File: config.mk
export PLATFORM = sky130hd
export DESIGN_NAME = hazard_ctrl
export DESIGN_NICKNAME = d
export VERILOG_FILES = /design/src/rtl/hazard_ctrl_pkg.sv /design/src/rtl/hazard_ctrl_wb_tracker.sv /design/src/rtl/hazard_ctrl.sv
export SDC_FILE = /design/constraint.sdc
export NUM_CORES = 1
export LEC_CHECK = 0
export CAP_MARGIN = 20
export CORE_MARGIN = 3
export CORE_UTILIZATION = 50
export DETAILED_ROUTE_END_ITERATION = 16
export PLACE_DENSITY = 0.81
export SETUP_SLACK_MARGIN = 0.02
export SLEW_MARGIN = 0
export SYNTH_ARGS = -nofsm -noshare
export SYNTH_HDL_FRONTEND = slang
export SYNTH_SLANG_ARGS = --single-unit
File: constraint.sdc
create_clock -name clk -period 4.4 [get_ports clk]
set_clock_uncertainty 0.15 [all_clocks]
set_input_delay 0.88 -clock clk [delete_from_list [all_inputs] [get_ports clk]]
set_output_delay 0.88 -clock clk [all_outputs]
set_load 0.01 [all_outputs]
File: src/rtl/hazard_ctrl_pkg.sv
// Shared constants and types for the ID/WB interlock.
// The HAZARD_WB_BYPASS_EN macro (used in hazard_ctrl) picks how many scoreboard entries are checked.
package hazard_ctrl_pkg;

    localparam int REG_ADDR_LEN = 5;
    localparam int PIPE_WB_LAT  = 3;

    localparam bit ENABLE  = 1'b1;
    localparam bit DISABLE = 1'b0;

    // With a write-through register file the entry retiring this cycle is already visible.
    function automatic int chk_depth(input int wb_lat, input bit bypass);
        return bypass ? wb_lat - 1 : wb_lat;
    endfunction

endpackage

File: src/rtl/hazard_ctrl_wb_tracker.sv
// Shift-register scoreboard of in-flight register writes, with two read-port address matches.
// Entry 0 is the youngest write; entry WB_LAT-1 is the one writing back this cycle.
module hazard_ctrl_wb_tracker
    import hazard_ctrl_pkg::*;
#(
    parameter int WB_LAT    = PIPE_WB_LAT,
    parameter int ADDR_W    = REG_ADDR_LEN,
    parameter int CHK_DEPTH = PIPE_WB_LAT
) (
    input  logic                 clk,
    input  logic                 rst,
    input  logic                 hold,
    input  logic                 ins_v,
    input  logic [ADDR_W-1:0]    ins_addr,
    input  logic [ADDR_W-1:0]    a_addr,
    input  logic [ADDR_W-1:0]    b_addr,
    output logic                 match_a,
    output logic                 match_b,
    output logic [2**ADDR_W-1:0] busy_mask
);

    logic [WB_LAT-1:0] ent_v;
    logic [ADDR_W-1:0] ent_addr [WB_LAT];

    always_ff @(posedge clk) begin
        if (rst) begin
            ent_v <= '0;
            for (int i = 0; i < WB_LAT; i++) ent_addr[i] <= '0;
        end else if (!hold) begin
            ent_v[0]    <= ins_v;
            ent_addr[0] <= ins_addr;
            for (int i = 1; i < WB_LAT; i++) begin
                ent_v[i]    <= ent_v[i-1];
                ent_addr[i] <= ent_addr[i-1];
            end
        end
    end

    // Register 0 is hard-wired, so it never matches.
    always_comb begin
        match_a = 1'b0;
        match_b = 1'b0;
        for (int i = 0; i < CHK_DEPTH; i++) begin
            if (ent_v[i] && ent_addr[i] == a_addr) match_a = 1'b1;
            if (ent_v[i] && ent_addr[i] == b_addr) match_b = 1'b1;
        end
        if (a_addr == '0) match_a = 1'b0;
        if (b_addr == '0) match_b = 1'b0;
    end

    always_comb begin
        busy_mask = '0;
        for (int i = 0; i < WB_LAT; i++) begin
            if (ent_v[i]) busy_mask[ent_addr[i]] = 1'b1;
        end
        busy_mask[0] = 1'b0;
    end

endmodule

File: src/rtl/hazard_ctrl.sv
// ID-stage interlock: stalls IF/ID on a read of a pending write, absorbs flush and external stall,
// and counts hazard stall cycles. Define HAZARD_WB_BYPASS_EN for a write-through register file.
module hazard_ctrl
    import hazard_ctrl_pkg::*;
#(
    parameter int WB_LAT = PIPE_WB_LAT,
    parameter int ADDR_W = REG_ADDR_LEN,
    parameter int CNT_W  = 32
) (
    input  logic                 clk,
    input  logic                 rst,
    input  logic                 id_valid,
    input  logic                 rs_rd,
    input  logic [ADDR_W-1:0]    rs_addr,
    input  logic                 rt_rd,
    input  logic [ADDR_W-1:0]    rt_addr,
    input  logic                 rd_wr,
    input  logic [ADDR_W-1:0]    rd_addr,
    input  logic                 flush,
    input  logic                 ext_stall,
    output logic                 stall_id,
    output logic                 issue,
    output logic [2**ADDR_W-1:0] busy_mask,
    output logic [CNT_W-1:0]     stall_cnt
);

`ifdef HAZARD_WB_BYPASS_EN
    localparam bit BYPASS = ENABLE;
`else
    localparam bit BYPASS = DISABLE;
`endif
    localparam int CHK_DEPTH = chk_depth(WB_LAT, BYPASS);

    logic match_a;
    logic match_b;
    logic hazard;
    logic ins_v;
    logic count_en;

    assign hazard   = (rs_rd & match_a) | (rt_rd & match_b);
    assign stall_id = ext_stall | (id_valid & hazard & ~flush);
    assign issue    = id_valid & ~flush & ~ext_stall & ~hazard;
    assign ins_v    = issue & rd_wr & (rd_addr != '0);
    assign count_en = id_valid & hazard & ~flush & ~ext_stall;

    hazard_ctrl_wb_tracker #(
        .WB_LAT    (WB_LAT),
        .ADDR_W    (ADDR_W),
        .CHK_DEPTH (CHK_DEPTH)
    ) u_tracker (
        .clk       (clk),
        .rst       (rst),
        .hold      (ext_stall),
        .ins_v     (ins_v),
        .ins_addr  (rd_addr),
        .a_addr    (rs_addr),
        .b_addr    (rt_addr),
        .match_a   (match_a),
        .match_b   (match_b),
        .busy_mask (busy_mask)
    );

    always_ff @(posedge clk) begin
        if (rst) begin
            stall_cnt <= '0;
        end else if (count_en && stall_cnt != {CNT_W{1'b1}}) begin
            stall_cnt <= stall_cnt + CNT_W'(1);
        end
    end

endmodule

**Yosys cells after proc, flatten, opt, wreduce, memory -nomap -nowiden**

Memory sizes are Yosys's and may differ from the RTL's.
Cells that the tools add are included.

- Reductions and logical operators: 13
- $add $sub $neg: 1
- Equality and inequality tests: 7
- Mux-type cells: 25
- Bitwise gates (word level): 20
- Order comparisons: 6

Operator list:

| kind | number |
|---|---|
| 2-to-1 mux 32 bit | 3 |
| bitwise OR 32 bit | 2 |
| adder 32 x 1 -> 32 bit, second input constant | 1 |
| inequality test 32 bit, second input constant | 1 |
| equality test 5 bit | 6 |
| less-than comparator 5 x 6 -> 1 bit, second input constant | 3 |
| 2-to-1 mux 1 bit | 16 |
| demux 1 bit (select 5 bit) | 3 |
| greater-or-equal comparator 5 x 1 -> 1 bit, second input constant | 3 |
| 2-to-1 mux 5 bit | 3 |
| AND 1 bit | 10 |
| logical AND 1 bit | 10 |
| zero test 5 bit | 2 |
| bitwise OR 1 bit | 5 |
| nonzero test 5 bit | 1 |
| inverter 1 bit | 3 |

- Flip-flop bits (word level): 35
- Bits in writable memories: 15
- Memories kept: 1
- Bits of input ports: 23
- Word-level logic and storage cells: 75
- Output and inout port bits: 66

Memories:

| memory | words | bits a word | rd ports | clocked after Yosys merged registers in | write ports | RTL line | text |
|---|---|---|---|---|---|---|---|
| u_tracker.ent_addr | 3 | 5 | 3 | 0 | 3 | hazard_ctrl_wb_tracker.sv:23 | `logic [ADDR_W-1:0] ent_addr [WB_LAT];` |

**Depth between registers and ports, before layout**

An unclocked memory read counts as a cell.

- Depth after elaboration: 13
- Depth in mapped cells: 10
- Mapped depth without buffers: 7

**Modules after synthesis**

Synthesis repeated with hierarchy kept, for this count alone.

- Cell total of the unflattened synthesis: 445
- Area total of the unflattened synthesis: 3,654.8 um^2

Modules (own cells, without submodules):

| module | instances | area each (um^2) | cells each |
|---|---|---|---|
| hazard_ctrl_wb_tracker | 1 | 1,913.1 | 244 |
| hazard_ctrl | 1 | 1,741.7 | 201 |

**Worst setup path before layout**

OpenSTA, ideal clock, no wires.

- Path kind: input-to-output
- Start: in rs_addr[1]
- End: out stall_id
- Buffers on the path: 0
- Path slack: 1.312 ns
- Required time: 3.370 ns
- Arrival: 2.058 ns
- Stages: 5
- Cells stage by stage: or4_1 -> o21a_1 -> o31ai_1 -> o21ai_0 -> a31o_2

- Longest elaborated chain between the ends: 11

Ends and longest elaborated chain:

| element | RTL line | text |
|---|---|---|
| start: declaration | hazard_ctrl.sv:14 | `input logic [ADDR_W-1:0] rs_addr,` |
| equality test 5 bit | hazard_ctrl_wb_tracker.sv:44 | `if (ent_v[i] && ent_addr[i] == a_addr) match_a = 1'b1;` |
| logical AND 1 bit | hazard_ctrl_wb_tracker.sv:44 |  |
| 2-to-1 mux 1 bit (3 in a row) | hazard_ctrl_wb_tracker.sv:44 |  |
| 2-to-1 mux 1 bit (*) | hazard_ctrl_wb_tracker.sv:47 | `if (a_addr == '0) match_a = 1'b0;` |
| AND 1 bit (*) | hazard_ctrl.sv:40 | `assign hazard = (rs_rd & match_a) \| (rt_rd & match_b);` |
| bitwise OR 1 bit (*) | hazard_ctrl.sv:40 |  |
| AND 1 bit (*) (2 in a row) | hazard_ctrl.sv:41 | `assign stall_id = ext_stall \| (id_valid & hazard & ~flush);` |
| bitwise OR 1 bit (*) | hazard_ctrl.sv:41 |  |
| end: declaration | hazard_ctrl.sv:21 | `output logic stall_id,` |

Mark *: on every way between the ends. The rest lies on a longest branch, timed or not.

**Worst setup path after layout**

- Start: in rt_addr[0]
- End: out stall_id

- Longest elaborated chain between the ends: 11

Ends and longest elaborated chain:

| element | RTL line | text |
|---|---|---|
| start: declaration | hazard_ctrl.sv:16 | `input logic [ADDR_W-1:0] rt_addr,` |
| equality test 5 bit | hazard_ctrl_wb_tracker.sv:45 | `if (ent_v[i] && ent_addr[i] == b_addr) match_b = 1'b1;` |
| logical AND 1 bit | hazard_ctrl_wb_tracker.sv:45 |  |
| 2-to-1 mux 1 bit (3 in a row) | hazard_ctrl_wb_tracker.sv:45 |  |
| 2-to-1 mux 1 bit (*) | hazard_ctrl_wb_tracker.sv:48 | `if (b_addr == '0) match_b = 1'b0;` |
| AND 1 bit (*) | hazard_ctrl.sv:40 |  |
| bitwise OR 1 bit (*) | hazard_ctrl.sv:40 |  |
| AND 1 bit (*) (2 in a row) | hazard_ctrl.sv:41 |  |
| bitwise OR 1 bit (*) | hazard_ctrl.sv:41 |  |

Marked as above.

==> results.py <==
metrics = {
    "status": {
        "outcome": "finished, final reports clean",
    },
    "route": {
        "dr.pass1.iters": 7,
        "wl_um": 10600,
        "highest_layer": "met4",
        "route.antenna.remaining_nets": 0,
        "drc": 0,
        "vias": 3835,
        "route.met3.wl_um": 694,
        "wl_per_cell_um": 17.0,
        "wl_met2_um": 5300,
        "m1WireLength_um": 4380,
        "drt_iter0_markers": 330,
        "avgViaCountPerCell": 6.15,
    },
    "die": {
        "dieHeight_um": 90.9,
        "start_util_pct": 52.1,
        "rows": 30,
        "fp.dieArea_um2": 8260,
        "io_pins": 89,
        "core_area_um2": 6910,
        "die-width_um": 90.9,
    },
    "sta": {
        "slew_viol_final": 0,
        "maxClockFrequency_mhz": 238,
        "final_hold_viol_count": 0,
        "fin_crit_ps": 4200,
        "setup_viol": 0,
        "slew_headroom_pct": 27.2,
        "worstMarginPinSlew_ps": 1090,
        "post-route-period-util_pct": 95.6,
        "setup-tns-final_ps": 0,
        "grt_setup_unrepaired": "no",
        "whs_ps": 358,
    },
    "critical_path": {
        "r2r_cells": 8,
        "critPathArrivalTime_ps": 3170,
        "critPathLaunchType": "input port",
        "r2r_end": "stall_cnt[13]",
        "path_class": "in2out",
        "critical_path.max_stage_delay_ps": 530,
        "slowest_stage": "clkdlybuf4s50_1",
        "critPathTopFamily": "buffers and inverters",
        "path_max_fanout": 5,
        "path_buf_inv": 2,
        "r2r-start": "u_tracker.ent_addr[0][8]",
        "crit_required_ps": 3370,
        "ff2ff_setup_slack_ps": 1300,
        "crit_path_frequent_cell": "clkdlybuf4s50_1",
        "crit_path_end_kind": "output pin",
        "crit_chain": "clkdlybuf4s50_1 -> xor2_1 -> nor4_1 -> and3_1 -> nor3_1 -> o21ai_1 -> a31o_2 -> clkdlybuf4s50_1",
    },
    "power_and_ir_drop": {
        "p_leak_nw": 1.65,
        "combPwrFrac_pct": 10.9,
        "power_frac_clock_pct": 31.7,
        "switchingPower_uw": 248,
        "switching_share_pct": 27.5,
        "ir_worst_vdd_mv": 0.130,
        "p_per_area_nw_per_um2": 198,
        "power_frac_seq_pct": 57.4,
        "power.internal_uw": 654,
    },
    "logic_synthesis": {
        "ys_types": 53,
        "ys_ff_latch": 50,
        "yosys.area.top_type": "dfxtp_1",
        "synth_edf_count": 15,
        "synth-async-reset-ratio_pct": 0,
        "yosysSeqAreaShare_pct": 32.0,
        "netlist_instances": 460,
        "syn_area_um2": 3600,
        "yosysWarnings": 0,
        "synth-main-ff-cell": "dfxtp_1",
        "synth_top_area_share_pct": 19.5,
        "yosysMostFrequentCell": "nand2_1",
        "netlist_top_cells_count": "nand2_1, dfxtp_1, a22oi_1, a21oi_1, nor2_1",
        "synth_area_leaders": "dfxtp_1, edfxtp_1, nand2_1",
        "synth_nets": 484,
        "syn-mean-instance-area_um2": 7.83,
    },
    "clock_network": {
        "cts_hold_buf": 0,
        "clock-sinks": 50,
        "clk_pin_slew_worst_paths_ps": 100,
        "ctsResizeCount": 0,
        "cts_root_buffer": "clkbuf_8",
        "clk_latency_ps": 310,
        "numCtsBuffers": 5,
        "htree_levels": 2,
        "cts_setup_buffers": 0,
        "clockBufferDepth": 2,
        "cts_tree": "built",
    },
    "finish": {
        "antenna_cells": 0,
        "drive_gt1_share_pct": 4.17,
        "area.growth.synth_to_final_pct": 26.6,
        "layout.nets": 551,
        "final_cells": 624,
    },
    "place": {
        "place_inst": 616,
        "dp_hpwl_um": 7490,
        "place_congestion": 0.930,
        "portBuffers": 87,
    },
    "job": {
        "drv_cap": 0,
    },
    "worst_hold_path": {
        "hold_class": "reg2reg",
        "min_from": "stall_cnt[27]",
        "min_path_cells": 2,
        "hold_end": "stall_cnt[27]",
    },
    "global_route": {
        "grt-ovfl-total": 0,
        "antenna_found_initial": 0,
        "grt_max_degree": 38,
        "grt_pass1_wl_um": 17900,
        "grt_usage_pct": 25.7,
        "grt_pass1_vias": 3725,
    },
}
[power groups by stage]
stage               Sequential, mW  Combinational, mW  Clock (mW)
global placement             0.526             0.0942           0
floorplan                    0.500             0.0781           0
global route                 0.519              0.109       0.313
finish                       0.518             0.0982       0.286
CTS                          0.515             0.0975       0.288
detailed placement           0.526             0.0969           0
[layout make-up]
class | count | area [um^2]
fillers | 593 | 2350
multi-input cells | 368 | 2250
flip-flops and latches | 50 | 1150
repair buffers | 91 | 901
well taps | 96 | 120
clock buffers | 5 | 68.8
inverters | 11 | 41.3
clock inverters | 3 | 28.8
[cells by family (layout without fill, tap and decap cells)]
kind of cell	after synthesis	in the layout	share of synthesized area, %
buffers and inverters	42	110	5.59
DFF	50	50	32.0
AOI/OAI and AO/OA	99	99	18.6
adders and majority gates	1	1	0.347
and+or+nand+nor	230	230	34.2
xor gates and xnor gates	32	32	7.78
muxes	5	5	1.46
other	1	1	0.104
[per-stage QoR]
stage	setup WS (ps)	util [%]	area, um^2	total power, mW
global route	49.5	66.0	4560	0.940
global placement	157	64.6	4460	0.620
CTS	43.3	66.0	4560	0.901
finish	195	66.0	4560	0.902
detailed placement	50.2	64.6	4460	0.623
floorplan	1310	-	3600	0.578
[placed cells by master, fill, tap and decap left out, types with 13 or more instances in the layout]
cell type,count
clkdlybuf4s50_1,87
nand2_1,82
dfxtp_1,35
a22oi_1,29
a21oi_1,25
nor2_1,21
xor2_1,20
and2_1,17
or4_1,16
edfxtp_1,15
o31ai_1,14
nor3b_1,13
or3_1,13
[worst max path at each step]
stage               start        to  depth (start not counted)
6_report       rt_addr[0]  stall_id                          8
5_1_grt        rt_addr[0]  stall_id                          8
4_1_cts        rt_addr[3]  stall_id                          8
3_5_place_dp   rt_addr[3]  stall_id                          8
3_3_place_gp   rt_addr[3]  stall_id                          8
2_1_floorplan  rs_addr[1]  stall_id                          5
[routing by layer]
layer	vias up	GRT usage [%]
met5	-	0
met4	0	8.29
met3	30	4.92
met2	163	45.3
met1	1826	31.3
li1	1816	-
[worst reg2reg max path, stage by stage, from the launching register on]
cell and delay, ps:
edfxtp_1 630, xor2_1 260, nor4_1 270, and3_1 210, o311a_1 340, o221ai_2 340, buf_4 290, or4_1 410
a21oi_1 150
[registers in the layout (all words and copies together) (netlist names)]
| signal | flops |
|---|---|
| u_tracker.ent_addr | 15 |
| u_tracker.ent_v | 3 |
| stall_cnt | 32 |
Power figures use the tool's default switching activity.
